**config.mk**
```make
export PLATFORM = sky130hd
export DESIGN_NAME = dm_arbiter
export DESIGN_NICKNAME = d
export VERILOG_FILES = /design/src/rtl/dm_arbiter.sv
export SDC_FILE = /design/constraint.sdc
export NUM_CORES = 1
export LEC_CHECK = 0
export BUFFER_PORTS_ARGS = -buffer_cell sky130_fd_sc_hd__buf_4
export CORE_MARGIN = 4
export CORE_UTILIZATION = 29
export DETAILED_ROUTE_END_ITERATION = 12
export GPL_TIMING_DRIVEN = 0
export PLACE_DENSITY = 0.9
export SETUP_SLACK_MARGIN = 0.15
export SLEW_MARGIN = 0
export SYNTH_ARGS = -nofsm -noshare
export SYNTH_HDL_FRONTEND = slang
export SYNTH_SLANG_ARGS = --single-unit
```
**constraint.sdc**
```tcl
create_clock -name clk -period 1.54 [get_ports clk]
set_clock_uncertainty 0.05 [all_clocks]
set_input_delay 0 -clock clk [delete_from_list [all_inputs] [get_ports clk]]
set_output_delay 0 -clock clk [all_outputs]
set_load 0.03 [all_outputs]
```
**src/rtl/dm_arbiter.sv**
```systemverilog
// Data-memory arbiter between the CPU DM stage and an external loader/debug port.
// Optional burst locking for the external port is compiled in with MEM_ARB_LOCK_EN.
module dm_arbiter #(
  parameter int AW         = 8,
  parameter int DW         = 8,
  parameter int STARVE_MAX = 4,
  parameter int LOCK_MAX   = 16
) (
  input  logic          clk,
  input  logic          rst,
  input  logic          cpu_req,
  input  logic          cpu_we,
  input  logic [AW-1:0] cpu_addr,
  input  logic [DW-1:0] cpu_wdata,
  output logic          cpu_gnt,
  output logic          cpu_stall,
  output logic          cpu_rvalid,
  output logic [DW-1:0] cpu_rdata,
  input  logic          ext_req,
  input  logic          ext_we,
  input  logic [AW-1:0] ext_addr,
  input  logic [DW-1:0] ext_wdata,
`ifdef MEM_ARB_LOCK_EN
  input  logic          ext_lock,
`endif
  output logic          ext_gnt,
  output logic          ext_rvalid,
  output logic [DW-1:0] ext_rdata,
  output logic          dm_we,
  output logic [AW-1:0] dm_addr,
  output logic [DW-1:0] dm_din,
  input  logic [DW-1:0] dm_dout,
  output logic          busy
);

  localparam int SW = $clog2(STARVE_MAX + 1);

  typedef enum logic [1:0] {
    IDLE,
    CPU_OWN,
    EXT_OWN
`ifdef MEM_ARB_LOCK_EN
    , LOCK
`endif
  } state_t;

  state_t        state, next_state;
  logic [SW-1:0] starve_cnt;
  logic          starve_hit;
  logic          rd_cpu, rd_ext;
  logic          hold, force_cpu, lock_pri;
  logic          cpu_win, ext_win;

`ifdef MEM_ARB_LOCK_EN
  localparam int LW = $clog2(LOCK_MAX + 1);
  logic [LW-1:0] lock_cnt, lock_cnt_d;
`endif

  assign starve_hit = (starve_cnt == SW'(STARVE_MAX));

  always_comb begin
    hold      = 1'b0;
    force_cpu = 1'b0;
    lock_pri  = 1'b0;
`ifdef MEM_ARB_LOCK_EN
    // A burst that reached LOCK_MAX hands the next cycle to the CPU and may not relock in it.
    force_cpu = (state == LOCK) && (lock_cnt == LW'(LOCK_MAX));
    hold      = (state == LOCK) && ext_lock && !force_cpu;
    lock_pri  = ext_req && ext_lock && !force_cpu;
`endif
    cpu_win = 1'b0;
    ext_win = 1'b0;
    if (hold) begin
      ext_win = ext_req;
    end else if (force_cpu) begin
      cpu_win = cpu_req;
      ext_win = ext_req & ~cpu_req;
    end else if (lock_pri) begin
      ext_win = 1'b1;
    end else if (cpu_req && ext_req) begin
      ext_win = starve_hit;
      cpu_win = !starve_hit;
    end else begin
      cpu_win = cpu_req;
      ext_win = ext_req;
    end
    // NOTE: grants are gated by rst so every output is 0 while reset is held, not just the flops.
    cpu_gnt   = rst & cpu_win;
    ext_gnt   = rst & ext_win;
    cpu_stall = rst & cpu_req & ~cpu_win;
  end

  always_comb begin
    next_state = IDLE;
    if (cpu_gnt)                       next_state = CPU_OWN;
`ifdef MEM_ARB_LOCK_EN
    else if (hold || (ext_gnt && lock_pri)) next_state = LOCK;
`endif
    else if (ext_gnt)                  next_state = EXT_OWN;
  end

`ifdef MEM_ARB_LOCK_EN
  always_comb begin
    lock_cnt_d = '0;
    if (next_state == LOCK) lock_cnt_d = (state == LOCK) ? lock_cnt + 1'b1 : LW'(1);
  end
`endif

  always_comb begin
    dm_we   = 1'b0;
    dm_addr = '0;
    dm_din  = '0;
    if (cpu_gnt) begin
      dm_we   = cpu_we;
      dm_addr = cpu_addr;
      dm_din  = cpu_wdata;
    end else if (ext_gnt) begin
      dm_we   = ext_we;
      dm_addr = ext_addr;
      dm_din  = ext_wdata;
    end
  end

  // NOTE: all state uses non-blocking assignments so every flop samples pre-edge values.
  always_ff @(posedge clk or negedge rst) begin
    if (!rst) begin
      state      <= IDLE;
      starve_cnt <= '0;
      rd_cpu     <= 1'b0;
      rd_ext     <= 1'b0;
    end else begin
      state  <= next_state;
      rd_cpu <= cpu_gnt & ~cpu_we;
      rd_ext <= ext_gnt & ~ext_we;
      if (ext_req && !ext_gnt) starve_cnt <= starve_hit ? starve_cnt : starve_cnt + 1'b1;
      else                     starve_cnt <= '0;
    end
  end

`ifdef MEM_ARB_LOCK_EN
  always_ff @(posedge clk or negedge rst) begin
    if (!rst) lock_cnt <= '0;
    else      lock_cnt <= lock_cnt_d;
  end
`endif

  assign cpu_rvalid = rd_cpu;
  assign ext_rvalid = rd_ext;
  assign cpu_rdata  = rd_cpu ? dm_dout : '0;
  assign ext_rdata  = rd_ext ? dm_dout : '0;
  assign busy       = cpu_gnt | ext_gnt | rd_cpu | rd_ext;

endmodule

```
After elaboration in Yosys (flattened, before gate mapping) --
Cells that the tools add are included.
Word-level totals: flip-flop bits (word level) 5, output and inout port bits 39, input bits 46, word-level logic and storage cells 34
Operators by class: add/sub/neg operators 1, reduce and logical (&&, ||, !) cells 4, bitwise gates (word level) 12, equality and inequality tests 2, multiplexer cells 12
Operators with widths (number):
- two-way mux 8 bit | 6
- bitwise AND 1 bit | 6
- two-way mux 3 bit | 2
- two-way mux 1 bit | 4
- adder 3 x 1 -> 3 bit, second input constant | 1
- equality test 3 bit, second input constant | 1
- NOT 1 bit | 3
- OR 1 bit | 3
- logical AND 1 bit | 2
- zero test 1 bit | 2
- inequality test 2 bit, second input constant | 1

Depth between registers and ports, before layout --
Gate-level depths: netlist (run 1).
depth in word-level cells 7, depth in mapped cells 7, gate-level depth less buffers 5

Worst setup path before layout (run 1) --
OpenSTA, ideal clock, no wires.
kind flip-flop to output port, from register starve_cnt[0], to output port busy, buffers on the path 0, arrival time 1.489 ns, path slack 0.001 ns, data required time 1.490 ns, stages on the path, launching flop included 6, cell sequence dfrtp_1 inv_1 ha_1 nand3_2 nor2b_4 or4_1
On the way: cells in the longest elaborated chain, start to end 7, elaborated cells between the ends (all ways) 9, those cells by class eq/ne (1); mux (2); bitwise (5); reduce/logical (1)
Ends and longest elaborated chain:
- start: declaration | RTL line 48 | logic [SW-1:0] starve_cnt;
- start signal: assignment | RTL line 135 | if (ext_req && !ext_gnt) starve_cnt <= starve_hit ? starve_cnt : starve_cnt + 1'b1;
- equality test 3 bit (*) | RTL line 59 | assign starve_hit = (starve_cnt == SW'(STARVE_MAX));
- zero test 1 bit | RTL line 82 | cpu_win = !starve_hit;
- two-way mux 1 bit | RTL line 80 | end else if (cpu_req && ext_req) begin
- bitwise AND 1 bit | RTL line 88 | cpu_gnt = rst & cpu_win;
- OR 1 bit (*) (3 in series) | RTL line 151 | assign busy = cpu_gnt | ext_gnt | rd_cpu | rd_ext;
- end: declaration | RTL line 33 | output logic busy
Every way passes the cells marked *; elsewhere a longest branch is shown, timed or not.

Worst setup path in the final report (run 1) --
from register starve_cnt[1], to output port dm_we
On the way: cells in the longest elaborated chain, start to end 5, elaborated cells between the ends (all ways) 8, those cells by class eq/ne (1); mux (4); bitwise (2); reduce/logical (1)
Ends and longest elaborated chain:
- equality test 3 bit (*) | RTL line 59
- two-way mux 1 bit or zero test 1 bit (tied branches) | RTL line 80, 82
- bitwise AND 1 bit or two-way mux 1 bit (tied branches) | RTL line 89, 80
- two-way mux 1 bit or bitwise AND 1 bit (tied branches) | RTL line 117, 88
- two-way mux 1 bit (*) | RTL line 113 | if (cpu_gnt) begin
- end: declaration | RTL line 29 | output logic dm_we,
Marks and branches as above.

==> summary.txt, run 1 <==
Outcome
  • Status: finished with violations
  • Failing checks: setup timing

Min path
  • Hold Path Class: input port to flip-flop
  • Hold path start: ext_req

Routing
  • DR top layer: met4
  • DR pass1 iterations: 4
  • Vias: around 1000
  • Vias per cell: approximately 5.3
  • Routed len/inst: approximately 23 um
  • Met2 WL post-DR: between 2000 and 2500 um
  • WL met3: about 500 um
  • Final wirelength: ~4400 um
  • DR iter-0 viols: 15
  • M1 wire length: 1450 um
  • Post-route antenna net violation count: 0
  • DRC violations left: 0

Worst setup path
  • CP max FO: 5
  • Worst setup path start: starve_cnt[1]$_DFFE_PN0P_
  • FF-to-FF Start: starve_cnt[1]$_DFFE_PN0P_
  • Startpoint Class: flip-flop
  • Crit-path leading delay family: buffers and inverters
  • Setup CP Type: flip-flop to output pin
  • Crit path buf inv count: 4
  • Most used cell, CP: buf_6
  • Endpoint type of the worst setup path: output pin
  • CP required: approximately 1.5 ns
  • Crit-path max cell delay: around 0.4 ns
  • Slowest-stage cell, CP: dfrtp_1
  • Crit path cell chain: inv_2 -> ha_4 -> nand3_2 -> nor2b_4 -> buf_6 -> buf_6 -> a22o_1 -> buf_6
  • CP arrival: between 1.5 and 2 ns

STA
  • RSZ-0062 raised after global routing: yes
  • Final setup viols: 23
  • Crit share post-route: 119%
  • Min Tclk post-route: approximately 1.8 ns
  • Final hold viol count: 0
  • Worst Setup Slack, final: -0.299 ns
  • Relative slew margins: between 70% and 80%
  • F_max: between 0.5 and 0.6 GHz
  • Final-report max-slew violation count: 0
  • Least-Margin Pin Slew: between 0.3 and 0.4 ns

Logic synthesis
  • Post-Syn Instances: 64
  • Synth unique cells: 20
  • Synth Area per Inst: 8.93 um^2
  • Synthesized cell area: between 500 and 600 um^2
  • Cell taking the most area after synthesis: a22o_1
  • Post-synthesis register bit count: 5
  • Post-synth ARST share: 100%
  • Top post-synthesis cells by area: a22o_1 26%, dfrtp_1 22%, and2_1 18%
  • Syn. warnings: 0
  • Cell with the most instances after synthesis: a22o_1
  • Share of synthesized area occupied by flip-flops and latches: about 22%
  • Post-Syn Nets: 112
  • Top FF cell, synth: dfrtp_1
  • Synth cell count leaders: 17 x a22o_1, 16 x and2_1, 5 x dfrtp_1
  • Number of enable flip-flop cells after synthesis: 0
  • Share of the synthesized area in the top cell type: approximately a quarter

Global routing
  • Largest net degree at the start of global routing: 11
  • GR Overflow Total: 0
  • Gr usage total: 27.9%
  • Initial antenna violation count: 0
  • First-pass GRT wire length: ~5400 um
  • Vias in the first global route: about 1100

Run
  • Max-capacitance violation count: 0

Final layout
  • Final instance area: 1710 um^2
  • Syn-to-layout area delta: 199%
  • ANT cells: 0
  • Nets@finish: 216
  • Post-route insts no fill: roughly 190
  • Layout cells sized above 1: between 70% and 80%
  • Fin util: 95.0%

Floorplanning
  • IO Pins: 85
  • Die area: around 2700 um^2
  • Die X: between 50 and 60 um
  • Rows: 15
  • Initial core utilization: about a third
  • Core Region: between 1500 and 2000 um^2
  • Die H: approximately 52 um

Power and ir drop
  • Overall Power: 0.000880 W
  • Pleak: between 0.9 and 1 nW
  • Pwr dens: just over 500 nW/um^2
  • Peak VDD IR: 541 uV

Clock network
  • Number of buffers created by CTS: 3
  • Clk_lat worst skew: roughly 0.25 ns
  • CTS tree: done
  • Clk root buf: clkbuf_4
  • H-Tree Depth: 1
  • CTS clk-pin slew, worst paths: ~0.050 ns
  • Worst-case clock buffer depth: 2
  • Clock sinks: 5

Placed design
  • Placed cell area: ~1300 um^2
  • Final HPWL DP: 2220 um
  • Placed Cells: approximately 170
  • PortBufs: 84
  • Global placement routability congestion: 0.739
per-layer routing:
metal / up-vias / GRT usage (%)
met3: 23 / 9.12
met4: 0 / 15.3
met2: 88 / 54.8
met5: - / 0
met1: 473 / 24.0
li1: 440 / -
report_power, final:
group | total (W) | switching (W) | internal, W
registers | 0.000156 | 0.0000150 | 0.000141
clock network | 0.000162 | 0.0000632 | 0.0000986
logic | 0.000561 | 0.000263 | 0.000299
total | 0.000880 | 0.000341 | 0.000539
metrics by stage:
step	worst slack, ns	hold slack, ns	TNS [ns]
2_1_floorplan	0.144	-0.346	0
3_3_place_gp	0.00426	-0.240	0
3_5_place_dp	-0.0264	-0.240	-0.180
4_1_cts	-0.206	-0.497	-3.54
5_1_grt	-0.357	0.0326	-6.53
6_report	-0.299	0.0167	-5.36
path summary, 6_finish.rpt:
| kind | end | slack (ns) | cells after the start |
|---|---|---|---|
| min reg2reg | starve_cnt[0]$_DFFE_PN0P_ | 0.69 | 3 |
| max | dm_we | -0.30 | 8 |
| min | starve_cnt[2]$_DFFE_PN0P_ | 0.02 | 2 |
| max reg2reg | ext_rvalid$_DFF_PN0_ | -0.05 | 8 |
| min in group asynchronous | ext_rvalid$_DFF_PN0_ | 0.10 | 2 |
| max in group asynchronous | starve_cnt[0]$_DFFE_PN0P_ | 1.14 | 2 |
cells by family after synthesis:
kind of cell	synth area share, %
adders and majority gates	4.38
muxes	1.75
DFF	21.9
and+or+nand+nor	34.4
xor gates and xnor gates	1.53
AOI/OAI and AO/OA	27.6
buffers and inverters	8.53
final cells by class:
class	count	area, um^2
Buffer	4	57.6
Clock buffer	4	26.3
Fill cell	44	90.1
Inverter	2	7.51
Multi-Input combinational cell	53	596
Sequential cell	5	125
Tap cell	25	31.3
Timing Repair Buffer	99	868
placed cells by master, fill, tap and decap left out, types with 2 or more instances in the layout:
master	Yosys	layout
a22o_4	0	16
and2_1	16	16
buf_4	2	69
buf_6	1	28
clkbuf_4	0	3
dfrtp_1	5	5
dlygate4sd3_1	0	3
inv_2	0	2
nand2_1	3	3
nor2_1	3	3
nor2b_4	1	2
nor3b_2	0	2
sequential cells by signal, indices dropped and copies added, names as in the netlist:
signal	count
cpu_rvalid	1
ext_rvalid	1
starve_cnt	3
what timing repair did:
item | CTS | global route
setup endpoints to repair | 24 | 25
setup buffers | 8 | 2
pin swaps | 8 | 2
hold buffers | 2 | 1
hold endpoints to repair | 7 | 5
resized for setup | 34 | 12
gates cloned | 2 | 0
No activity file was read; power rests on OpenSTA's default activity.
==> inputs of run 2 (changes only) <==
--- a/config.mk
+++ b/config.mk
@@ -6,11 +6,13 @@
 export NUM_CORES = 1
 export LEC_CHECK = 0
 export BUFFER_PORTS_ARGS = -buffer_cell sky130_fd_sc_hd__buf_4
+export CELL_PAD_IN_SITES_DETAIL_PLACEMENT = 1
+export CELL_PAD_IN_SITES_GLOBAL_PLACEMENT = 1
 export CORE_MARGIN = 4
-export CORE_UTILIZATION = 29
+export CORE_UTILIZATION = 17
 export DETAILED_ROUTE_END_ITERATION = 12
 export GPL_TIMING_DRIVEN = 0
-export PLACE_DENSITY = 0.9
+export PLACE_DENSITY = 0.88
 export SETUP_SLACK_MARGIN = 0.15
 export SLEW_MARGIN = 0
 export SYNTH_ARGS = -nofsm -noshare
==> summary.txt, run 2 (synthesized netlist as in run 1, its figures left out) <==
Outcome
  • Status: finished with violations
  • Failing checks: setup timing

Power and ir drop
  • Pwr dens: 498 nW/um^2
  • Pleak: roughly 0.91 nW
  • Peak VDD IR: 429 uV

Worst setup path
  • Most used cell, CP: buf_6
  • Setup CP Type: flip-flop to output pin
  • Crit path buf inv count: 4
  • Crit-path leading delay family: buffers and inverters
  • Crit-path max cell delay: roughly 0.39 ns
  • Startpoint Class: flip-flop
  • Slowest-stage cell, CP: dfrtp_1
  • CP max FO: 5
  • CP required: ~1.5 ns
  • Endpoint type of the worst setup path: output pin
  • CP arrival: 1.74 ns
  • Crit path cell chain: inv_2 -> ha_4 -> nand3_2 -> nor2b_4 -> buf_6 -> buf_16 -> a22o_4 -> buf_6

Clock network
  • Number of buffers created by CTS: 3
  • CTS tree: done
  • Clock sinks: 5
  • Worst-case clock buffer depth: 2
  • Clk root buf: clkbuf_4
  • Clk_lat worst skew: 0.26 ns
  • H-Tree Depth: 1
  • CTS clk-pin slew, worst paths: ~0.05 ns

Global routing
  • Vias in the first global route: around 1100
  • Gr usage total: between 10% and 20%
  • Largest net degree at the start of global routing: 11
  • GR Overflow Total: 0
  • Initial antenna violation count: 0
  • First-pass GRT wire length: between 5000 and 6000 um

STA
  • Worst Setup Slack, final: -0.251 ns
  • Final hold viol count: 0
  • F_max: about 0.56 GHz
  • RSZ-0062 raised after global routing: yes
  • Final setup viols: 22
  • Crit share post-route: 116%
  • Least-Margin Pin Slew: 0.284 ns
  • Relative slew margins: approximately four fifths
  • Min Tclk post-route: about 1.8 ns
  • Final-report max-slew violation count: 0

Routing
  • Vias: 940
  • DR pass1 iterations: 2
  • DR top layer: met4
  • Met2 WL post-DR: approximately 2200 um
  • Vias per cell: ~4.4
  • M1 wire length: between 1000 and 1500 um
  • Final wirelength: 3860 um
  • DR iter-0 viols: 10
  • WL met3: 420 um
  • Post-route antenna net violation count: 0
  • DRC violations left: 0
  • Routed len/inst: 18.2 um

Final layout
  • Reg with most FFs: starve_cnt
  • ANT cells: 0
  • Fin util: 55.0%
  • Commonest non-fill, non-tap cells in the layout: 72 x buf_4, 25 x buf_6, 16 x a22o_4, 16 x and2_1, 5 x dfrtp_1
  • Commonest non-fill, non-tap cell in the layout: buf_4
  • Layout cells sized above 1: a little under 80%
  • Number of flip-flops under the largest register name: 3
  • Post-route insts no fill: about 210
  • Syn-to-layout area delta: 201%
  • Nets@finish: between 200 and 250

Placed design
  • Global placement routability congestion: ~0.7
  • PortBufs: 84
  • Placed Cells: between 150 and 200
  • Final HPWL DP: roughly 2700 um

Floorplanning
  • Rows: 20
  • Core Region: 3130 um^2
  • Die area: 4360 um^2
  • Die H: between 60 and 70 um
  • IO Pins: 85
  • Initial core utilization: a little under a fifth
  • Die X: 66.0 um

Run
  • Max-capacitance violation count: 0

Min path
  • Hold Path Class: input port to flip-flop
## run 2: power by group
part           total [W]  internal [W]  leakage (nW)  switching [W]
registers       0.000153      0.000141        0.0670      0.0000119
clock network   0.000166     0.0000989        0.0150      0.0000674
logic           0.000537      0.000292         0.825       0.000245
## run 2: cell type report
class / instances / area (um^2)
Inverter: 2 / 7.51
Tap cell: 44 / 55.1
Fill cell: 341 / 1410
Buffer: 4 / 57.6
Multi-Input combinational cell: 53 / 581
Clock buffer: 4 / 26.3
Timing Repair Buffer: 100 / 867
Sequential cell: 5 / 125
## run 2: metal layers
metal	global-route usage [%]	vias to the layer above
met2	37.4	56
met3	5.44	6
li1	-	438
met1	15.2	440
met4	6.35	0
met5	0	-
## run 2: path summary, 6_finish.rpt
path,from,endpoint,slack [ns],cells after the start
worst max-delay path,starve_cnt[1]$_DFFE_PN0P_,dm_din[1],-0.25,8
max in group asynchronous,rst,starve_cnt[1]$_DFFE_PN0P_,1.10,2
worst min register to register,starve_cnt[2]$_DFFE_PN0P_,starve_cnt[2]$_DFFE_PN0P_,0.64,2
min in group asynchronous,rst,starve_cnt[2]$_DFFE_PN0P_,0.12,2
worst max register to register,starve_cnt[1]$_DFFE_PN0P_,ext_rvalid$_DFF_PN0_,-0.04,7
worst min-delay path,ext_req,starve_cnt[2]$_DFFE_PN0P_,0.009,2
## run 2: per-stage QoR
step / area [um^2] / hold WS (ns) / power, W / worst slack [ns] / setup TNS (ns)
after floorplan: 677 / -0.346 / 0.000378 / 0.144 / 0
after global placement: 1360 / -0.240 / 0.000559 / -0.000346 / -0.000346
after detailed placement: 1360 / -0.237 / 0.000577 / -0.0565 / -0.538
after CTS: 1690 / 0.00399 / 0.000839 / -0.237 / -4.30
after global routing: 1720 / 0.00614 / 0.000908 / -0.323 / -6.32
final: 1720 / 0.00932 / 0.000856 / -0.251 / -4.49
## run 2: timing repair
action / 4_1_cts / 5_1_grt
hold buffers: 4 / 0
resized for setup: 35 / 5
gates cloned: 2 / 0
pin swaps: 10 / 5
endpoints found under the setup margin: 24 / 26
buffers inserted: 8 / 2
endpoints found under the hold margin: 8 / 0
## run 2: worst reg2reg max path: stages, from the launching register on
cell and delay (ns):
dfrtp_1 0.39, inv_2 0.08, ha_4 0.15, nand2_2 0.10, a21oi_4 0.26, buf_6 0.19, buf_4 0.15, nor2b_4 0.14
